`config.mk`:
```
export PLATFORM = sky130hd
export DESIGN_NAME = bin2bcd_seq
export DESIGN_NICKNAME = d
export VERILOG_FILES = /design/src/rtl/bcd_pkg.sv /design/src/rtl/bcd_digit_decode.sv /design/src/rtl/bin2bcd_seq.sv
export SDC_FILE = /design/constraint.sdc
export NUM_CORES = 1
export LEC_CHECK = 0
export CAP_MARGIN = 20
export CORE_MARGIN = 4
export CORE_UTILIZATION = 47
export CTS_CLUSTER_DIAMETER = 50
export CTS_CLUSTER_SIZE = 20
export DETAILED_ROUTE_END_ITERATION = 8
export PLACE_DENSITY_LB_ADDON = 0.2
export REMOVE_ABC_BUFFERS = 1
export SKIP_CTS_REPAIR_TIMING = 1
export SYNTH_ARGS = -nofsm -noshare
export SYNTH_HDL_FRONTEND = slang
export SYNTH_HIERARCHICAL = 1
export SYNTH_SLANG_ARGS = --single-unit
export TNS_END_PERCENT = 30
```
`constraint.sdc`:
```
create_clock -name clk -period 2.6 [get_ports clk]
set_clock_uncertainty 0.1 [all_clocks]
set_input_delay 0.39 -clock clk [delete_from_list [all_inputs] [get_ports clk]]
set_output_delay 0.39 -clock clk [all_outputs]
set_load 0.02 [all_outputs]
```
`src/rtl/bcd_pkg.sv`:
```
// Shared types and constants for the sequential binary-to-BCD converter.
package bcd_pkg;

  localparam int unsigned DIGIT_W  = 4;
  localparam int unsigned ONEHOT_W = 10;
  localparam logic [DIGIT_W-1:0] ADD3_THRESH = 4'd5;

  typedef enum logic [1:0] {
    IDLE  = 2'd0,
    SHIFT = 2'd1,
    DONE  = 2'd2
  } state_t;

  function automatic logic [DIGIT_W-1:0] add3(input logic [DIGIT_W-1:0] d);
    return (d >= ADD3_THRESH) ? d + 4'd3 : d;
  endfunction

endpackage

```
`src/rtl/bcd_digit_decode.sv`:
```
// Combinational BCD digit to one-hot 0..9 decode; codes 10..15 give all zeros.
module bcd_digit_decode
  import bcd_pkg::*;
(
  input  logic [DIGIT_W-1:0]  digit,
  output logic [ONEHOT_W-1:0] onehot
);

  always_comb begin
    onehot = '0;
    for (int unsigned k = 0; k < ONEHOT_W; k++) begin
      if (32'(digit) == k) onehot[k] = 1'b1;
    end
  end

endmodule

```
`src/rtl/bin2bcd_seq.sv`:
```
// Sequential double-dabble binary-to-BCD converter, one input bit per cycle,
// with valid/ready handshakes and per-digit one-hot decode.
module bin2bcd_seq
  import bcd_pkg::*;
#(
  parameter int unsigned WIDTH  = 8,
  parameter int unsigned DIGITS = 3
) (
  input  logic                       clk,
  input  logic                       rst_n,
  input  logic                       in_valid,
  output logic                       in_ready,
  input  logic [WIDTH-1:0]           in_bin,
  output logic                       out_valid,
  input  logic                       out_ready,
  output logic [DIGIT_W*DIGITS-1:0]  out_bcd,
  output logic [ONEHOT_W*DIGITS-1:0] out_onehot,
  output logic                       out_ovf
);

  localparam int unsigned CNT_W = $clog2(WIDTH + 1);
  localparam int unsigned BCD_W = DIGIT_W * DIGITS;

  state_t            state_q, state_d;
  logic [CNT_W-1:0]  cnt_q, cnt_d;
  logic [BCD_W-1:0]  bcd_q, bcd_d, bcd_adj;
  logic [WIDTH-1:0]  sreg_q, sreg_d;
  logic              ovf_q, ovf_d;
  logic              carry;

  always_comb begin
    bcd_adj = '0;
    for (int unsigned d = 0; d < DIGITS; d++) begin
      bcd_adj[d*DIGIT_W +: DIGIT_W] = add3(bcd_q[d*DIGIT_W +: DIGIT_W]);
    end
  end

  always_ff @(posedge clk or negedge rst_n) begin
    if (!rst_n) begin
      state_q <= IDLE;
      cnt_q   <= '0;
      bcd_q   <= '0;
      sreg_q  <= '0;
      ovf_q   <= 1'b0;
    end else begin
      state_q <= state_d;
      cnt_q   <= cnt_d;
      bcd_q   <= bcd_d;
      sreg_q  <= sreg_d;
      ovf_q   <= ovf_d;
    end
  end

  always_comb begin
    state_d = state_q;
    cnt_d   = cnt_q;
    bcd_d   = bcd_q;
    sreg_d  = sreg_q;
    ovf_d   = ovf_q;
    carry   = 1'b0;
    case (state_q)
      IDLE: begin
        if (in_valid) begin
          sreg_d  = in_bin;
          bcd_d   = '0;
          ovf_d   = 1'b0;
          cnt_d   = CNT_W'(WIDTH);
          state_d = SHIFT;
        end
      end
      SHIFT: begin
        // The bit shifted out of the top digit is the overflow carry.
        {carry, bcd_d} = {bcd_adj, sreg_q[WIDTH-1]};
        ovf_d  = ovf_q | carry;
        sreg_d = sreg_q << 1;
        cnt_d  = cnt_q - CNT_W'(1);
        if (cnt_q == CNT_W'(1)) state_d = DONE;
      end
      DONE: begin
        if (out_ready) state_d = IDLE;
      end
      default: state_d = IDLE;
    endcase
  end

  assign in_ready  = (state_q == IDLE);
  assign out_valid = (state_q == DONE);
  assign out_bcd   = bcd_q;
  assign out_ovf   = ovf_q;

  for (genvar g = 0; g < DIGITS; g++) begin : g_dec
    bcd_digit_decode u_dec (
      .digit  (bcd_q[g*DIGIT_W +: DIGIT_W]),
      .onehot (out_onehot[g*ONEHOT_W +: ONEHOT_W])
    );
  end

endmodule
```
; Word-level counts from Yosys, hierarchy flattened
; Index checks and enable logic that the tools add are counted.
[classes]
n_addsub = 4
magnitude_cmp = 3
eq_ne = 33
muxes = 45
n_bitwise = 1
n_reduce_logical = 7
[op_table]
columns = cell, count
row1 = equality test 4 x 3 -> 1 bit (second input constant), 12
row2 = two-way mux 1 bit, 31
row3 = equality test 4 x 2 -> 1 bit (second input constant), 6
row4 = equality test 4 bit (second input constant), 6
row5 = case mux 12 bit (2 select lines), 1
row6 = equality test 4 x 1 -> 1 bit (second input constant), 4
row7 = two-way mux 4 bit, 4
row8 = case mux 8 bit (2 select lines), 1
row9 = adder 4 x 2 -> 4 bit (second input constant), 3
row10 = greater-or-equal comparator 4 x 3 -> 1 bit (second input constant), 3
row11 = logical NOT 4 bit, 3
row12 = two-way mux 12 bit, 1
row13 = two-way mux 8 bit, 1
row14 = case mux 4 bit (2 select lines), 1
row15 = two-way mux 2 bit, 3
row16 = case mux 2 bit (3 select lines), 1
row17 = != test 2 bit (second input constant), 2
row18 = subtractor 4 x 1 -> 4 bit (second input constant), 1
row19 = AND reduction 3 bit, 1
row20 = equality test 2 x 1 -> 1 bit (second input constant), 1
row21 = equality test 2 bit (second input constant), 1
row22 = logical NOT 2 bit, 1
row23 = != test 2 x 1 -> 1 bit (second input constant), 1
row24 = case mux 1 bit (2 select lines), 1
row25 = 3 further kinds, 3
[word_totals]
register_bits = 27
input_bits = 12
output_inout_bits = 45
wordCells = 98

; Logic depth before layout (Yosys ltp)
; Gate-level depths: netlist of the first run.
[logic_depth]
depth_word = 4
depth_mapped = 5
mapped_depth_nobuf = 5

; By module
; Netlist of the first run, hierarchy kept.
[by_module_without_submodules]
columns = mod, instances, cells_each, area_per_inst_um2, seq_area_each_um2
row1 = bin2bcd_seq, 1, 156, 1585.3, 675.6
row2 = bcd_digit_decode, 3, 14, 198.9, 0.0

; Worst setup path after synthesis of the first run
; No wires, ideal clock.
[synth_timing]
kind = register to output
from = register bcd_q[4] (netlist: out_bcd[4])
to = output port out_onehot[12]
arrival_ns = 1.192
t_required_ns = 2.110
slack_ns = 0.918
path_stages_with_launch = 3
n_path_buf = 1
path_cell_list = dfrtp_1 > buf_6 > nor4b_2
[synth_between]
elab_chain_cells = 2
[synth_rtl]
columns = item, line
row1 = "start, declared", bin2bcd_seq.sv:26  ; logic [BCD_W-1:0] bcd_q, bcd_d, bcd_adj;
row2 = "start signal, assigned", bin2bcd_seq.sv:42  ; bcd_q <= '0;
row3 = "start signal, assigned", bin2bcd_seq.sv:48  ; bcd_q <= bcd_d;
row4 = equality test 4 x 2 -> 1 bit, bcd_digit_decode.sv:12  ; if (32'(digit) == k) onehot[k] = 1'b1;
row5 = two-way mux 1 bit, bcd_digit_decode.sv:12
row6 = "end, declared", bin2bcd_seq.sv:17  ; output logic [ONEHOT_W*DIGITS-1:0] out_onehot,
; Every way passes these cells.

; Worst setup path in the final report of the first run
[layout_timing]
from = register bcd_q[2] (netlist: out_bcd[2])
to = output port out_onehot[6]
[layout_between]
elab_chain_cells = 2
[layout_rtl]
columns = item, line
row1 = equality test 4 x 3 -> 1 bit, bcd_digit_decode.sv:12
row2 = two-way mux 1 bit, bcd_digit_decode.sv:12
; Every way passes these cells.

==> results of run 1 <==
report_power, final:
| group | switching [mW] | internal [mW] | total [mW] |
|---|---|---|---|
| clock network | 0.141 | 0.109 | 0.250 |
| logic | 0.929 | 1.05 | 1.98 |
| registers | 0.469 | 0.589 | 1.06 |
| total | 1.54 | 1.75 | 3.29 |
metal layers:
metal	vias up	GRT usage (%)
li1	814	-
met5	-	0
met3	4	2.72
met4	0	2.62
met1	810	20.6
met2	36	26.9
sequential cells by signal, summed over array words and instances (netlist names):
register	count
out_bcd	12
state_q	2
out_ovf	1
sreg_q	8
cnt_q	4
kinds of logic after synthesis:
logic type | share of synthesized area (%)
compound gates | 19.0
xor+xnor | 1.20
fa+ha+maj | 4.59
buf+inv | 11.4
flops | 31.0
mux | 0.975
simple gates | 31.9
final cells by class:
cell class                 instances  area, um^2
clock buffer                       3        41.3
clock inverter                     1        7.51
fill                             378        1730
inverter                          16        60.1
multi-input combinational        135        1260
sequential                        27         677
tap                               52        65.1
timing repair buffer              58         576
worst paths after layout:
path,end,slack [ns],start
max in group asynchronous,out_bcd[10],1.75,rst_n
worst max register to register,out_bcd[8],0.57,out_bcd[4]
worst max-delay path,out_onehot[6],0.14,out_bcd[2]
worst min-delay path,sreg_q[5],0.38,rst_n
worst min register to register,sreg_q[7],0.39,sreg_q[7]
min in group clk,sreg_q[7],0.39,sreg_q[7]
cells in the final DEF (no fill, tap or decap), drive strengths merged, types with 2 or more instances in the layout:
cell type       n
nand2b          7
buf             2
nor2            3
clkdlybuf4s50  56
o32ai           2
o211ai          3
ha              8
o21a            3
o2111ai         6
xnor2           3
o31ai           4
a21oi           6
a22oi           2
nand2          16
clkbuf          3
nor4bb          6
and4b           3
nor4b          12
o21ai          15
a32o            3
and3b           5
dfrtp          27
and4bb          6
nor2b           5
nor4            3
inv            16
o221ai          3
stage by stage:
| step | power (mW) | utilization [%] |
|---|---|---|
| after floorplan | 2.30 | - |
| after CTS | 3.31 | 60.8 |
| after detailed placement | 3.05 | 59.7 |
| after global routing | 3.53 | 60.8 |
| final | 3.29 | 60.8 |
| after global placement | 3.02 | 59.7 |
==> impl_metrics.ini, run 1 <==
[placed_design]
dp_cells = 288
dp_hpwl_mm = 3.15
portBuffers = 56
dpl_cell_area_um2 = 2640
place_congestion = 0.819
preCtsSetupSlack_ns = 0.440

[final_layout]
instances_no_fill = 292
syn_to_final_growth_pct = 23.1
num-nets-final = 261
diodes = 0
drive_above_1_share_pct = 16.3
fin_area_um2 = 2690

[die]
die_y_um = 76.1
start_util_pct = 49.4
fp-row-count = 24
core_um2 = 4410
io_pins = 57
fp.dieW_um = 76.1
die-area_um2 = 5800

[logic_synthesis]
synthFlopType = dfrtp_1
avgSynthCellArea_um2 = 11.0
synth-edff-count = 0
yosys-top-cells-area = dfrtp_1 (31%), nor4b_2 (8.3%), nor4bb_4 (6.9%)
seq_area_frac_synth_pct = 31.0
yosysTopAreaCell = dfrtp_1
synth_commonest_cells = dfrtp_1 (27), nand2_1 (16), inv_1 (15), nor4b_2 (12), buf_6 (11)
synth_top_area_share_pct = 31.0
ys_warn_count = 6
syn_inst = 198
syn_area_um2 = 2180
ys_ff_latch = 27
synth_most_common_cell = dfrtp_1
async_flop_share_pct = 100
synthDistinctLibCells = 42

[detailed_routing]
route.detailed.drc = 0
wire_per_inst_um = 15.4
drt_iter0_markers = 95
dr_wl_met3_um = 179
first_pass_iters = 4
met2WireLength_mm = 2.18
ant_nets = 0
vias = 1664
via_per_inst = 5.70
drt-total-wl_mm = 4.49
topRoutingLayerUsed = met4
wl_met1_mm = 2.11

[timing]
final_max_slew_viol_count = 0
max-slew-margin-rel_pct = 62.0
final.setup.worst_slack_ns = 0.141
fmax_mhz = 407
min_period_ns = 2.46
fin_hold_ws_ns = 0.377
fin_crit_sh_pct = 94.6
setup_tns_ns = 0
rsz0062_at_grt = no
finalHoldViolations = 0
worst_slew_pin_slew_ns = 0.570
setup_violations = 0

[critical_path]
worstPathRequired_ns = 2.11
crit_path_max_incr_delay_ns = 0.68
critical_path_depth = 2
worst-path-buf-inv = 1
cpMaxStageDelayCell = dfrtp_1
critPathTopFamily = flip-flops
path_max_fanout = 16
worstSetupPathType = reg2out
start_kind = register
cp_cell_sequence = nor4bb_4, clkdlybuf4s50_1
arrival_ns = 1.97
cp-end-kind = output pin
r2r_cells = 5

[global_routing]
antenna_found_initial = 0
grt_pass1_wl_mm = 7.85
overflow = 0
grt_max_degree = 28
grt_use_total_pct = 15.6
grt_pass1_vias = 1644

[clocking]
root_buffer = clkbuf_8
htree_num_levels = 1
max-clock-path-buffers = 2
clock_sinks = 27
cts_buffers = 3
clkLatencyLatePin_ns = 0.28
path_clk_slew_ns = 0.10
cts_tree = built

[power_and_ir_drop]
irDropWorstVdd_mv = 0.608
p_leak_nw = 1.04
p_per_area_nw_per_um2 = 1220

[outcome]
outcome = finished, final reports clean

[hold_path]
hp-class = in2async

[run]
max-cap-violations = 0
(Power assumes the default switching activity.)
==> inputs of run 2 (changes only) <==
--- a/config.mk
+++ b/config.mk
@@ -11,6 +11,7 @@
 export CTS_CLUSTER_DIAMETER = 50
 export CTS_CLUSTER_SIZE = 20
 export DETAILED_ROUTE_END_ITERATION = 8
+export GPL_TIMING_DRIVEN = 1
 export PLACE_DENSITY_LB_ADDON = 0.2
 export REMOVE_ABC_BUFFERS = 1
 export SKIP_CTS_REPAIR_TIMING = 1
==> results of run 2 <==
No change in the layout: final DEF, timing and power equal those of run 1.
==> inputs of run 3 (changes only) <==
--- a/config.mk
+++ b/config.mk
@@ -14,6 +14,7 @@
 export GPL_TIMING_DRIVEN = 1
 export PLACE_DENSITY_LB_ADDON = 0.2
 export REMOVE_ABC_BUFFERS = 1
+export SETUP_SLACK_MARGIN = 0.3
 export SKIP_CTS_REPAIR_TIMING = 1
 export SYNTH_ARGS = -nofsm -noshare
 export SYNTH_HDL_FRONTEND = slang
==> run 3 against run 2 <==
Net effect:
- via count is 1.6% higher
- flip-flop and latch count stayed put
- sequential power hardly changed
- first-iteration DRC count stayed put
- non-clock buffer count is 8 higher
- register-to-register slack better by 0.19 ns
- final cell count is 2.7% higher
- utilization is 2.1 points higher
- sequential share of layout area is 0.30 points lower
- routed wire length is 4.7% higher
- largest power group unchanged
- highest routed layer unchanged
==> impl_metrics.ini, run 3 (same netlist as run 1, synthesis figures left out) <==
[final_layout]
drive_above_1_share_pct = 23.8
n_fill_cell = 373
final_common_cell = clkdlybuf4s50_1
final_cell_mix = clkdlybuf4s50_1 (49), nand2_1 (16), inv_1 (15)
syn_to_final_growth_pct = 27.3
num-nets-final = 269
largest_reg_flops = 12
diodes = 0

[detailed_routing]
drt-total-wl_mm = 4.71
first_pass_iters = 4
drt_iter0_markers = 95
via_per_inst = 5.63
vias = 1690
ant_nets = 0
wire_per_inst_um = 15.7
route.detailed.drc = 0

[global_routing]
grt_pass1_vias = 1644
overflow = 0
grt_max_degree = 28
grt_use_total_pct = 15.6
grt_pass1_wl_mm = 7.85
antenna_found_initial = 0

[clocking]
htree_num_levels = 1
cts_tree = built
max-clock-path-buffers = 2
root_buffer = clkbuf_8
path_clk_slew_ns = 0.10
clkLatencyLatePin_ns = 0.28
cts_buffers = 3
clock_sinks = 27

[die]
fp-row-count = 24
core_um2 = 4410
start_util_pct = 49.4
die_y_um = 76.1
fp.dieW_um = 76.1
die-area_um2 = 5800
io_pins = 57

[critical_path]
arrival_ns = 1.81
worstPathRequired_ns = 2.11
critPathTopFamily = buffers and inverters
worst-path-buf-inv = 2
start_kind = register
path_max_fanout = 13
cpMaxStageDelayCell = clkdlybuf4s50_1
worstSetupPathType = reg2out
cp_cell_sequence = buf_4, and4bb_1, clkdlybuf4s50_1
cp-end-kind = output pin
crit_path_max_incr_delay_ns = 0.60

[power_and_ir_drop]
p_per_area_nw_per_um2 = 1220
p_leak_nw = 1.19
power.total_mw = 3.39
irDropWorstVdd_mv = 0.636

[timing]
worst_slew_pin_slew_ns = 0.399
setup_tns_ns = 0
fin_crit_sh_pct = 88.3
max-slew-margin-rel_pct = 73.3
rsz0062_at_grt = yes
final.setup.worst_slack_ns = 0.305
finalHoldViolations = 0
min_period_ns = 2.30
final_max_slew_viol_count = 0
fmax_mhz = 436
setup_violations = 0

[placed_design]
dp_hpwl_mm = 3.15
preCtsSetupSlack_ns = 0.440
place_congestion = 0.819
portBuffers = 56

[hold_path]
hp-class = in2async

[run]
max-cap-violations = 0

[outcome]
outcome = finished, final reports clean
## run 3: per-stage QoR
stage | cell area [um^2] | std cells | hold slack [ns] | util, %
2_1_floorplan | 1990 | 178 | -0.00559 | -
5_1_grt | 2780 | 300 | 0.412 | 62.9
6_report | 2780 | 300 | 0.378 | 62.9
3_5_place_dp | 2640 | 288 | 0.377 | 59.7
4_1_cts | 2680 | 292 | 0.390 | 60.8
3_3_place_gp | 2640 | 288 | 0.371 | 59.7
## run 3: worst paths after layout
kind,from,slack [ns],cells after the start,endpoint
setup / recovery,out_bcd[2],0.30,3,out_onehot[3]
hold / removal,rst_n,0.38,2,sreg_q[1]
setup reg to reg,out_bcd[4],0.76,5,out_bcd[8]
hold reg to reg,sreg_q[7],0.40,2,sreg_q[7]
max in group asynchronous,rst_n,1.73,2,out_bcd[9]
min in group clk,sreg_q[7],0.40,2,sreg_q[7]
## run 3: where the power goes
| part | leakage (nW) | internal (mW) | switching (mW) |
|---|---|---|---|
| sequential | 0.327 | 0.608 | 0.454 |
| clock | 0.0217 | 0.109 | 0.143 |
| combinational | 0.838 | 1.11 | 0.974 |
| total | 1.19 | 1.82 | 1.57 |
## run 3: metal layers
| metal | routed length [um] | GRT usage [%] | share of wire [%] | vias to the layer above |
|---|---|---|---|---|
| li1 | - | - | - | 835 |
| met1 | 2220 | 20.6 | 47 | 818 |
| met2 | 2300 | 26.9 | 49 | 33 |
| met3 | 161 | 2.72 | 3.4 | 4 |
| met4 | 26 | 2.62 | 0.55 | 0 |
| met5 | 0 | 0 | 0 | - |
## run 3: layout make-up
| type | count | area, um^2 | area share, % |
|---|---|---|---|
| inverters | 16 | 60.1 | 2.16 |
| clock inverters | 1 | 7.51 | 0.270 |
| multi-input cells | 135 | 1260 | 45.3 |
| well taps | 52 | 65.1 | 2.34 |
| clock buffers | 3 | 41.3 | 1.49 |
| repair buffers | 66 | 653 | 23.5 |
| flip-flops and latches | 27 | 692 | 24.9 |
## run 3: worst reg2reg max path: cells and delay by family (launching register included)
family / cells / cell delay [ns]
compound gates: 2 / 0.49
buf+inv: 1 / 0.14
flops: 1 / 0.57
fa+ha+maj: 1 / 0.26
simple gates: 1 / 0.18
